### config.mk
export PLATFORM = sky130hd
export DESIGN_NAME = sirv_spi_slave_byte_flat
export DESIGN_NICKNAME = d
export VERILOG_FILES = /design/src/rtl/sirv_spi_slave_byte_if.sv /design/src/rtl/sirv_spi_slave_byte.sv /design/src/flat_wrapper.sv
export SDC_FILE = /design/constraint.sdc
export NUM_CORES = 1
export LEC_CHECK = 0
export ABC_AREA = 1
export CAP_MARGIN = 25
export CORE_AREA = 10 10 73 75
export CTS_CLUSTER_DIAMETER = 200
export DETAILED_ROUTE_END_ITERATION = 6
export DIE_AREA = 0 0 83 85
export PLACE_DENSITY_LB_ADDON = 0.1
export SKIP_CTS_REPAIR_TIMING = 1
export SLEW_MARGIN = 40
export SYNTH_ARGS = -nofsm -noshare
export SYNTH_HDL_FRONTEND = slang
export SYNTH_SLANG_ARGS = --single-unit
export TNS_END_PERCENT = 50
### constraint.sdc
create_clock -name clock -period 1.5 [get_ports clock]
set_input_delay 0.3 -clock clock [delete_from_list [all_inputs] [get_ports clock]]
set_output_delay 0.3 -clock clock [all_outputs]
set_load 0.02 [all_outputs]
### src/rtl/sirv_spi_slave_byte_if.sv
// -----------------------------------------------------------------------------
// sirv_spi_slave_byte_if
// Byte-stream bundle between the SPI slave and the logic that consumes received
// bytes and supplies bytes to transmit.
//   io_rx_valid / io_rx_ready / io_rx_bits[7:0] : received bytes, slave -> user
//   io_tx_valid / io_tx_ready / io_tx_bits[7:0] : bytes to send, user -> slave
// Modport slave is used by the SPI block and modport master by the user side.
// -----------------------------------------------------------------------------
interface sirv_spi_slave_byte_if;
   logic       io_rx_valid;
   logic       io_rx_ready;
   logic [7:0] io_rx_bits;
   logic       io_tx_valid;
   logic       io_tx_ready;
   logic [7:0] io_tx_bits;

   modport slave (
      output io_rx_valid,
      output io_rx_bits,
      output io_tx_ready,
      input  io_rx_ready,
      input  io_tx_valid,
      input  io_tx_bits
   );

   modport master (
      input  io_rx_valid,
      input  io_rx_bits,
      input  io_tx_ready,
      output io_rx_ready,
      output io_tx_valid,
      output io_tx_bits
   );
endinterface

### src/rtl/sirv_spi_slave_byte.sv
// -----------------------------------------------------------------------------
// sirv_spi_slave_byte
// SPI mode-0 (CPOL=0, CPHA=0, MSB first) byte slave, oversampled by the system
// clock. sck, cs and mosi are resynchronised, edges are detected in the clock
// domain, and bytes are exchanged through a ready/valid stream pair.
// Ports:
//   clock, reset         : system clock, synchronous active-high reset
//   io_port_sck/cs/mosi  : asynchronous SPI inputs (cs active low)
//   io_port_miso_o/_oe   : serial data to the master and its output enable
//   bus (slave modport)  : rx byte stream out, tx byte stream in
//   io_overrun           : sticky, a received byte was dropped
//   io_ovr_clr           : one-cycle pulse clearing io_overrun
//   io_busy              : synchronised chip select is asserted
// -----------------------------------------------------------------------------
module sirv_spi_slave_byte #(
   parameter int         SYNC_STAGES = 2,
   parameter logic [7:0] IDLE_BYTE   = 8'hFF
) (
   input  logic                        clock,
   input  logic                        reset,
   input  logic                        io_port_sck,
   input  logic                        io_port_cs,
   input  logic                        io_port_mosi,
   output logic                        io_port_miso_o,
   output logic                        io_port_miso_oe,
   sirv_spi_slave_byte_if.slave        bus,
   output logic                        io_overrun,
   input  logic                        io_ovr_clr,
   output logic                        io_busy
);

   typedef enum logic [0:0] {
      ST_IDLE   = 1'b0,
      ST_ACTIVE = 1'b1
   } state_t;

   logic [SYNC_STAGES-1:0] sck_sync_q;
   logic [SYNC_STAGES-1:0] cs_sync_q;
   logic [SYNC_STAGES-1:0] mosi_sync_q;
   logic [SYNC_STAGES-1:0] flush_q;
   logic                   sck_dly_q;
   logic                   cs_dly_q;
   logic                   armed_q;

   state_t                 state_q;
   logic [2:0]             bit_cnt_q;
   logic [7:0]             rx_shift_q;
   logic [7:0]             tx_shift_q;
   logic                   miso_oe_q;
   logic                   rx_valid_q;
   logic [7:0]             rx_bits_q;
   logic                   overrun_q;

   logic                   sck_s;
   logic                   cs_s;
   logic                   mosi_s;
   logic                   sck_rise;
   logic                   sck_fall;
   logic                   cs_fall;
   logic                   stay_active;
   logic                   tx_load;
   logic [7:0]             tx_load_byte;
   logic                   rx_done;
   logic [7:0]             rx_byte;
   logic                   rx_hs;

   assign sck_s  = sck_sync_q[SYNC_STAGES-1];
   assign cs_s   = cs_sync_q[SYNC_STAGES-1];
   assign mosi_s = mosi_sync_q[SYNC_STAGES-1];

   assign sck_rise = sck_s & ~sck_dly_q;
   assign sck_fall = ~sck_s & sck_dly_q;

   // The synchroniser restarts at the idle level after reset, so a cs that is
   // already low would otherwise look like a fresh falling edge. armed_q only
   // opens once the pipeline has flushed and cs has really been seen high.
   assign cs_fall = armed_q & cs_dly_q & ~cs_s;

   assign stay_active  = (state_q == ST_ACTIVE) && !cs_s;
   assign tx_load      = !reset && (((state_q == ST_IDLE) && cs_fall) ||
                                    (stay_active && sck_fall && (bit_cnt_q == 3'd0)));
   assign tx_load_byte = bus.io_tx_valid ? bus.io_tx_bits : IDLE_BYTE;

   assign rx_byte = {rx_shift_q[6:0], mosi_s};
   assign rx_done = stay_active && sck_rise && (bit_cnt_q == 3'd7);
   assign rx_hs   = rx_valid_q && bus.io_rx_ready;

   assign bus.io_tx_ready = tx_load;
   assign bus.io_rx_valid = rx_valid_q;
   assign bus.io_rx_bits  = rx_bits_q;
   assign io_overrun      = overrun_q;
   assign io_busy         = ~cs_s;
   assign io_port_miso_oe = miso_oe_q;
   assign io_port_miso_o  = (state_q == ST_ACTIVE) ? tx_shift_q[7] : 1'b0;

   // Input synchronisers, edge-detect delay taps and the post-reset arming flag.
   always_ff @(posedge clock) begin
      if (reset) begin
         sck_sync_q  <= {SYNC_STAGES{1'b0}};
         cs_sync_q   <= {SYNC_STAGES{1'b1}};
         mosi_sync_q <= {SYNC_STAGES{1'b0}};
         flush_q     <= {SYNC_STAGES{1'b0}};
         sck_dly_q   <= 1'b0;
         cs_dly_q    <= 1'b1;
         armed_q     <= 1'b0;
      end else begin
         sck_sync_q  <= {sck_sync_q[SYNC_STAGES-2:0], io_port_sck};
         cs_sync_q   <= {cs_sync_q[SYNC_STAGES-2:0], io_port_cs};
         mosi_sync_q <= {mosi_sync_q[SYNC_STAGES-2:0], io_port_mosi};
         flush_q     <= {flush_q[SYNC_STAGES-2:0], 1'b1};
         sck_dly_q   <= sck_s;
         cs_dly_q    <= cs_s;
         if (flush_q[SYNC_STAGES-1] && cs_s) begin
            armed_q <= 1'b1;
         end else begin
            armed_q <= armed_q;
         end
      end
   end

   // Frame FSM with the bit counter, shift registers and miso enable.
   always_ff @(posedge clock) begin
      if (reset) begin
         state_q    <= ST_IDLE;
         bit_cnt_q  <= 3'd0;
         rx_shift_q <= 8'h00;
         tx_shift_q <= IDLE_BYTE;
         miso_oe_q  <= 1'b0;
      end else begin
         case (state_q)
            ST_IDLE: begin
               if (cs_fall) begin
                  state_q    <= ST_ACTIVE;
                  bit_cnt_q  <= 3'd0;
                  miso_oe_q  <= 1'b1;
                  tx_shift_q <= tx_load_byte;
               end else begin
                  miso_oe_q  <= 1'b0;
               end
            end
            ST_ACTIVE: begin
               if (cs_s) begin
                  // cs released: any partial byte is thrown away.
                  state_q    <= ST_IDLE;
                  bit_cnt_q  <= 3'd0;
                  rx_shift_q <= 8'h00;
                  miso_oe_q  <= 1'b0;
               end else if (sck_rise) begin
                  rx_shift_q <= rx_byte;
                  bit_cnt_q  <= bit_cnt_q + 3'd1;
               end else if (sck_fall) begin
                  if (bit_cnt_q == 3'd0) begin
                     tx_shift_q <= tx_load_byte;
                  end else begin
                     tx_shift_q <= {tx_shift_q[6:0], 1'b0};
                  end
               end else begin
                  state_q <= ST_ACTIVE;
               end
            end
            default: begin
               state_q    <= ST_IDLE;
               bit_cnt_q  <= 3'd0;
               rx_shift_q <= 8'h00;
               miso_oe_q  <= 1'b0;
            end
         endcase
      end
   end

   // Rx holding register and the sticky overrun flag (set beats clear).
   always_ff @(posedge clock) begin
      if (reset) begin
         rx_valid_q <= 1'b0;
         rx_bits_q  <= 8'h00;
         overrun_q  <= 1'b0;
      end else begin
         if (rx_done) begin
            if (!rx_valid_q || bus.io_rx_ready) begin
               rx_bits_q  <= rx_byte;
               rx_valid_q <= 1'b1;
            end else begin
               rx_valid_q <= 1'b1;
            end
         end else if (rx_hs) begin
            rx_valid_q <= 1'b0;
         end else begin
            rx_valid_q <= rx_valid_q;
         end

         if (rx_done && rx_valid_q && !bus.io_rx_ready) begin
            overrun_q <= 1'b1;
         end else if (io_ovr_clr) begin
            overrun_q <= 1'b0;
         end else begin
            overrun_q <= overrun_q;
         end
      end
   end

endmodule

### src/flat_wrapper.sv
// flat-port wrapper written by rule: the top's interface ports become plain ports
module sirv_spi_slave_byte_flat 
#(
   parameter int         SYNC_STAGES = 2,
   parameter logic [7:0] IDLE_BYTE   = 8'hFF
)
  (clock, reset, io_port_sck, io_port_cs, io_port_mosi, io_port_miso_o, io_port_miso_oe, io_overrun, io_ovr_clr, io_busy, bus_io_rx_valid, bus_io_rx_bits, bus_io_tx_ready, bus_io_rx_ready, bus_io_tx_valid, bus_io_tx_bits);
  sirv_spi_slave_byte_if bus_i ();
  input  logic clock;
  input  logic reset;
  input  logic io_port_sck;
  input  logic io_port_cs;
  input  logic io_port_mosi;
  output logic io_port_miso_o;
  output logic io_port_miso_oe;
  output logic io_overrun;
  input  logic io_ovr_clr;
  output logic io_busy;
  output wire logic [$bits(bus_i.io_rx_valid)-1:0] bus_io_rx_valid;
  output wire logic [$bits(bus_i.io_rx_bits)-1:0] bus_io_rx_bits;
  output wire logic [$bits(bus_i.io_tx_ready)-1:0] bus_io_tx_ready;
  input wire logic [$bits(bus_i.io_rx_ready)-1:0] bus_io_rx_ready;
  input wire logic [$bits(bus_i.io_tx_valid)-1:0] bus_io_tx_valid;
  input wire logic [$bits(bus_i.io_tx_bits)-1:0] bus_io_tx_bits;
  assign bus_io_rx_valid = bus_i.io_rx_valid;
  assign bus_io_rx_bits = bus_i.io_rx_bits;
  assign bus_io_tx_ready = bus_i.io_tx_ready;
  assign bus_i.io_rx_ready = bus_io_rx_ready;
  assign bus_i.io_tx_valid = bus_io_tx_valid;
  assign bus_i.io_tx_bits = bus_io_tx_bits;
  sirv_spi_slave_byte #(.SYNC_STAGES(SYNC_STAGES), .IDLE_BYTE(IDLE_BYTE)) u_core (.clock(clock), .reset(reset), .io_port_sck(io_port_sck), .io_port_cs(io_port_cs), .io_port_mosi(io_port_mosi), .io_port_miso_o(io_port_miso_o), .io_port_miso_oe(io_port_miso_oe), .bus(bus_i), .io_overrun(io_overrun), .io_ovr_clr(io_ovr_clr), .io_busy(io_busy));
endmodule
# == Yosys cells after proc, flatten, opt, wreduce, memory -nomap -nowiden ==
# Index checks and enable logic that the tools add are counted.
# totals
ff_bits,41
in_bits,16
out_inout_bits,14
# classes
add_sub_neg,1
eq_ne,7
n_mux,24
n_bitwise,8
reduce_logical,25
# op_table
op,n
2-to-1 mux 8 bit,6
one-hot mux 8 bit (2 select lines),1
2-to-1 mux 7 bit,2
logical AND 1 bit,11
2-to-1 mux 1 bit,9
2-to-1 mux 3 bit,3
inequality test 2 bit (second input constant),3
one-hot mux 3 bit (2 select lines),1
AND reduction 2 bit,3
nonzero test 2 bit,3
bitwise AND 1 bit,4
logical NOT 1 bit,4
inequality test 2 x 1 -> 1 bit (second input constant),2
inverter 1 bit,4
one-hot mux 1 bit (2 select lines),2
AND reduction 4 bit,1
adder 3 x 1 -> 3 bit (second input constant),1
== test 3 bit (second input constant),1
logical NOT 3 bit,1
inequality test 3 x 2 -> 1 bit (second input constant),1
logical OR 1 bit,2

# == Logic depth before layout (Yosys ltp) ==
# Gate-level depths: netlist of the first run.
# depth
depth_word,7
depth_mapped,8
depth_no_buf,8

# == Worst setup path before layout of the first run ==
# Ideal clock, no wire load.
# synth_path
path_type,flip-flop to output port
start,reg u_core.bit_cnt_q[0]
end,out bus_io_tx_ready
arrival_time_ps,1343
t_required_ps,1200
path_slack_ps,-143
path_stages_with_launch,7
cell_sequence,dfxtp_1 inv_1 ha_1 nand2_1 nand2_2 inv_1 nor3_1
# synth_via
elab_chain_len,4
# synth_lines
item,line_no,rtl
from (decl),sirv_spi_slave_byte.sv:46,logic [2:0] bit_cnt_q;
from (signal assigned),sirv_spi_slave_byte.sv:150,bit_cnt_q <= bit_cnt_q + 3'd1;
logical NOT 3 bit,sirv_spi_slave_byte.sv:81,(stay_active && sck_fall && (bit_cnt_q == 3'd0)));
logical AND 1 bit,sirv_spi_slave_byte.sv:81,
logical OR 1 bit,sirv_spi_slave_byte.sv:80,assign tx_load = !reset && (((state_q == ST_IDLE) && cs_fall) ||
logical AND 1 bit,sirv_spi_slave_byte.sv:80,
to (decl),flat_wrapper.sv:21,output wire logic [$bits(bus_i.io_tx_ready)-1:0] bus_io_tx_ready;
# Every way passes these cells.

# == Final worst setup path of the first run ==
# Ends and elaborated chain as after synthesis.

==> results.yml, run 1 <==
placement:
  pre_cts_ws_ns: -0.385
  dp_cells: 345
  io_buffer_count: 29
  dpl.hpwl_um: 2890
  place.gp.congestion: 0.810
final_layout:
  nFillCells: 376
  final_nets: 325
  drive_gt1_frac: 0.221
  area_delta_synth_final_pct: 33.5
  multiInputGateArea_um2: 855
  diodes: 0
  final_util: 0.638
  seq_area_um2: 825
  final_cells: 357
die:
  num_rows: 23
  die-height_um: 85
  io_pins: 30
  dieArea_um2: 7060
  start_util: 0.478
  core_area_um2: 3910
  die_x_um: 83
synthesis:
  synthTopCellsByArea: "dfxtp_1, nand2_1, nor2_1"
  synth_ff_type: "dfxtp_1"
  synth.cell_area_um2: 1870
  syn-num-nets: 274
  synth.distinct_cells: 25
  synth_cells: 255
  netlist.area_leader.share: 0.439
  async_flop_share: 0
  yosys_register_bits: 41
  synth.cells.most_frequent: "nand2_1, dfxtp_1, nor2_1"
  yosysWarnings: 0
  synth_top_area_cell: "dfxtp_1"
  ys_seq_area_frac: 0.439
  post-synth-top-count-cell: "nand2_1"
  syn_avg_cell_area_um2: 7.34
  synth_edf_count: 0
routing:
  vias: 1626
  wl_um: 3970
  drtAntennaViolNets: 0
  wl_per_cell_um: 11.1
  avgViaCountPerCell: 4.55
  drtPass1Iterations: 4
  detail_route.drc_violations: 0
  first_iter_violations: 122
outcome:
  status: "finished with violations"
  violations: "setup timing"
clocking:
  clock_tree.root_cell: "clkbuf_8"
  clkTransAtPathRegs_ns: 0.07
  htree_levels: 2
  cts_tree: "built"
  numClockSinks: 41
  clock_path_buffers: 2
  clock_latency_ns: 0.29
  cts_buffers: 5
setup_path:
  crit_arrival_ns: 1.33
  critPathKind: "reg2out"
  crit_fanout: 2
  required_ns: 1.20
  cp-end-kind: "output port"
  cp-start-kind: "flop"
sta:
  skew_ns: 0.00622
  holdWs_ns: 0.403
  hold_violations: 0
  setup_violations: 7
  period_needed_ns: 1.63
  fin_crit_sh: 1.08
  rsz0062_at_grt: "yes"
  slew_violations: 0
  relSlewSlack: 0.819
  max_freq_ghz: 0.615
  worst_pin_slew_ns: 0.271
  fin_ws_ns: -0.125
job:
  drv_cap: 0
global_routing:
  gr-total-overflow: 0
  antenna_found_initial: 0
  grt.busiest_layer: "met2"
  met3_usage: 0.0449
  use_met2: 0.183
  grt_max_degree: 23
  grt_use_total: 0.115
  grt_pass1_vias: 1547
  grt_pass1_wl_um: 7020
  grt_util_met1: 0.141
pwr:
  leakagePower_uw: 0.00128
  vdd_ir_drop_max_uv: 843
  power_density_nw_per_um2: 880
hold_path:
  hold_class: "reg2reg"
==> through the flow <==
stage | TNS, ns | area (µm²) | total power, µW
after detailed placement | -2.33 | 2330 | 1310
after CTS | -1.76 | 2440 | 2220
after floorplan | 0 | 1880 | 1230
final | -0.277 | 2500 | 2200
after global placement | -2.39 | 2330 | 1310
after global routing | -0.644 | 2500 | 2290
==> layout make-up <==
class | count | area share
Clock inverter | 1 | 0.0120
Inverter | 38 | 0.0571
Tap cell | 50 | 0.0251
Timing Repair Buffer | 53 | 0.199
Sequential cell | 41 | 0.330
Clock buffer | 7 | 0.0346
Multi-Input combinational cell | 167 | 0.342
==> cell families (layout without fill, tap and decap cells) <==
group	after synthesis	in the layout	share of synthesized area
buffers and inverters	47	99	0.110
AND/OR/NAND/NOR	152	152	0.383
flip-flops	41	41	0.439
adder cells (fa/ha/maj)	3	3	0.0201
AO/OA/AOI/OAI	12	12	0.0482
==> metal layers <==
metal	vias up	share of wire
li1	884	-
met5	-	0
met1	711	0.47
met2	27	0.46
met4	0	0.0053
met3	4	0.060
==> final timing paths <==
| kind | from | slack (ns) | depth (start not counted) | end |
|---|---|---|---|---|
| worst max-delay path | u_core.bit_cnt_q[0] | -0.13 | 7 | bus_io_tx_ready |
| worst max register to register | u_core.state_q | 0.10 | 8 | u_core.rx_shift_q[0] |
| worst min-delay path | u_core.mosi_sync_q[0] | 0.40 | 2 | u_core.mosi_sync_q[1] |
| worst min register to register | u_core.mosi_sync_q[0] | 0.40 | 2 | u_core.mosi_sync_q[1] |
==> worst max-delay path, cell delays in order (launching register included) <==
cell     delay (ns)
dfxtp_1        0.31
inv_1          0.07
ha_1           0.16
nand2_2        0.07
nand2_2        0.06
inv_1          0.05
nor3_2         0.14
buf_4          0.16
==> where the power goes <==
group          switching [µW]  internal (µW)  total [µW]
clock network             368            542         911
logic                    83.5           86.3         170
registers                10.0           1110        1120
total                     462           1740        2200
==> state kept, by name (all words and copies together) (netlist names) <==
name / cells
u_core.sck_sync_q: 2
u_core.cs_sync_q: 2
u_core.bit_cnt_q: 3
u_core.tx_shift_q: 8
u_core.rx_shift_q: 7
u_core.mosi_sync_q: 2
u_core.bus.io_rx_valid: 1
u_core.state_q: 1
u_core.io_port_miso_oe: 1
u_core.bus.io_rx_bits: 8
u_core.io_overrun: 1
u_core.cs_dly_q: 1
u_core.flush_q: 2
u_core.armed_q: 1
u_core.sck_dly_q: 1
==> layout by cell type, fill, tap and decap left out, types with 3 or more instances in the layout <==
| cell | n |
|---|---|
| nand2_1 | 60 |
| dfxtp_1 | 40 |
| nor2_1 | 36 |
| inv_1 | 35 |
| nand3_1 | 25 |
| buf_4 | 24 |
| clkdlybuf4s50_1 | 21 |
| nand2_2 | 12 |
| nand4_1 | 8 |
| a21oi_2 | 8 |
| clkbuf_8 | 6 |
| dlymetal6s2s_1 | 6 |
| a21oi_1 | 3 |
(Power assumes the default switching activity.)
==> inputs of run 2 (changes only) <==
DONT_BUFFER_PORTS = 1   (was unset)
==> run 2 against run 1 <==
Effect of this change: the flow still finishes with violations (setup timing); flip-flop and latch count unchanged; highest routed layer unchanged; utilization down 9.9 points; non-clock buffer count shrank 39; power down 8.9%; clock power fell by 15%; worst setup slack gained 0.013 ns; sequential power is essentially flat; critical path type unchanged; sequential share of layout area is 6.3 points higher; design area shrank 16%; via count fell by 8.4%.
==> results.yml, run 2 (synthesis gave the netlist of run 1 again) <==
outcome:
  violations: "setup timing"
  status: "finished with violations"
setup_path:
  critPathKind: "reg2out"
  crit_arrival_ns: 1.31
  cp-start-kind: "flop"
  required_ns: 1.20
  cp-end-kind: "output port"
  crit_fanout: 3
  r2r_cells: 6
routing:
  vias: 1489
  drtAntennaViolNets: 0
  drtPass1Iterations: 4
  first_iter_violations: 61
  wl_um: 3860
  avgViaCountPerCell: 4.68
  wl_per_cell_um: 12.1
  detail_route.drc_violations: 0
global_routing:
  grt_pass1_wl_um: 6710
  grt_pass1_vias: 1418
  grt_max_degree: 23
  grt_use_total: 0.112
  antenna_found_initial: 0
  gr-total-overflow: 0
die:
  num_rows: 23
  start_util: 0.478
  die-height_um: 85
  io_pins: 30
  die_x_um: 83
  core_area_um2: 3910
  dieArea_um2: 7060
final_layout:
  final_common_cell: "nand2_1"
  multiInputGateArea_um2: 865
  nFillCells: 402
  drive_gt1_frac: 0.239
  seq_area_um2: 828
  final_cells: 318
  final_util: 0.539
  diodes: 0
  final_nets: 286
  area_delta_synth_final_pct: 12.7
  mostFrequentLayoutCells: "nand2_1, dfxtp_1, nor2_1"
  design_area_um2: 2110
pwr:
  vdd_ir_drop_max_uv: 644
  power_density_nw_per_um2: 950
  leakagePower_uw: 0.000998
clocking:
  clock_tree.root_cell: "clkbuf_8"
  cts_buffers: 5
  htree_levels: 2
  numClockSinks: 41
  clock_path_buffers: 2
  clkTransAtPathRegs_ns: 0.08
  clock_latency_ns: 0.29
  cts_tree: "built"
placement:
  dp_cells: 309
  place.gp.congestion: 0.782
  io_buffer_count: 0
  dpl.hpwl_um: 2840
  placed_cell_area_um2: 1970
sta:
  slew_violations: 0
  setup_violations: 1
  worst_pin_slew_ns: 0.278
  hold_violations: 0
  fin_ws_ns: -0.112
  fin_crit_sh: 1.07
  max_freq_ghz: 0.620
  period_needed_ns: 1.61
  skew_ns: 0.00960
  relSlewSlack: 0.815
  rsz0062_at_grt: "yes"
hold_path:
  hold_class: "in2reg"
  hold_depth: 1
job:
  drv_cap: 0
-- run 2: changes by cell type in the layout (fill, tap and decap cells not counted), moves of 3 or more --
cell / delta
clkdlybuf4s50_1: -21
dlymetal6s2s_1: -6
dfxtp_2: +3
inv_1: -4
buf_4: -11
inv_2: +4
dfxtp_1: -3
-- run 2: layer usage --
layer	share of wire	vias up	GRT usage
li1	-	804	-
met1	0.49	653	0.142
met2	0.44	28	0.173
met3	0.062	4	0.0402
met4	0.0088	0	0.0325
met5	0	-	0
-- run 2: final timing paths --
kind                       startpoint                        to  slack (ns)
setup / recovery  u_core.bit_cnt_q[0]           bus_io_tx_ready       -0.11
setup reg to reg  u_core.bit_cnt_q[0]  u_core.bus.io_rx_bits[6]        0.26
hold / removal                  reset      u_core.rx_shift_q[6]        0.06
hold reg to reg     u_core.flush_q[0]         u_core.flush_q[1]        0.41
-- run 2: final cells by class --
| type | count | area share |
|---|---|---|
| tap | 50 | 0.0297 |
| clock inverter | 1 | 0.00237 |
| sequential | 41 | 0.393 |
| clock buffer | 7 | 0.0457 |
| inverter | 38 | 0.0677 |
| timing repair buffer | 14 | 0.0516 |
| multi-input combinational | 167 | 0.410 |
-- run 2: critical path, stage by stage, from the launching register on --
cell and delay (ns):
dfxtp_2 0.33, inv_2 0.08, ha_4 0.13, nand2_2 0.06
nand2_2 0.08, inv_2 0.04, nor3_2 0.16, buf_4 0.16
-- run 2: per-stage QoR --
stage                     hold slack, ns  worst slack, ns  power (µW)  TNS [ns]
after CTS                         0.0593           -0.147        2020    -0.278
after detailed placement           0.368            0.170        1250         0
final                             0.0618           -0.112        2000    -0.112
after global placement             0.367            0.192        1250         0
after floorplan                    0.388           0.0189        1230         0
after global routing              0.0548           -0.200        2100    -0.200
-- run 2: report_power, final --
part / leakage [µW] / internal (µW) / switching, µW / total (µW)
registers: 0.000336 / 1110 / 12.2 / 1120
logic: 0.000608 / 42.7 / 63.6 / 106
clock network: 0.0000542 / 416 / 361 / 777
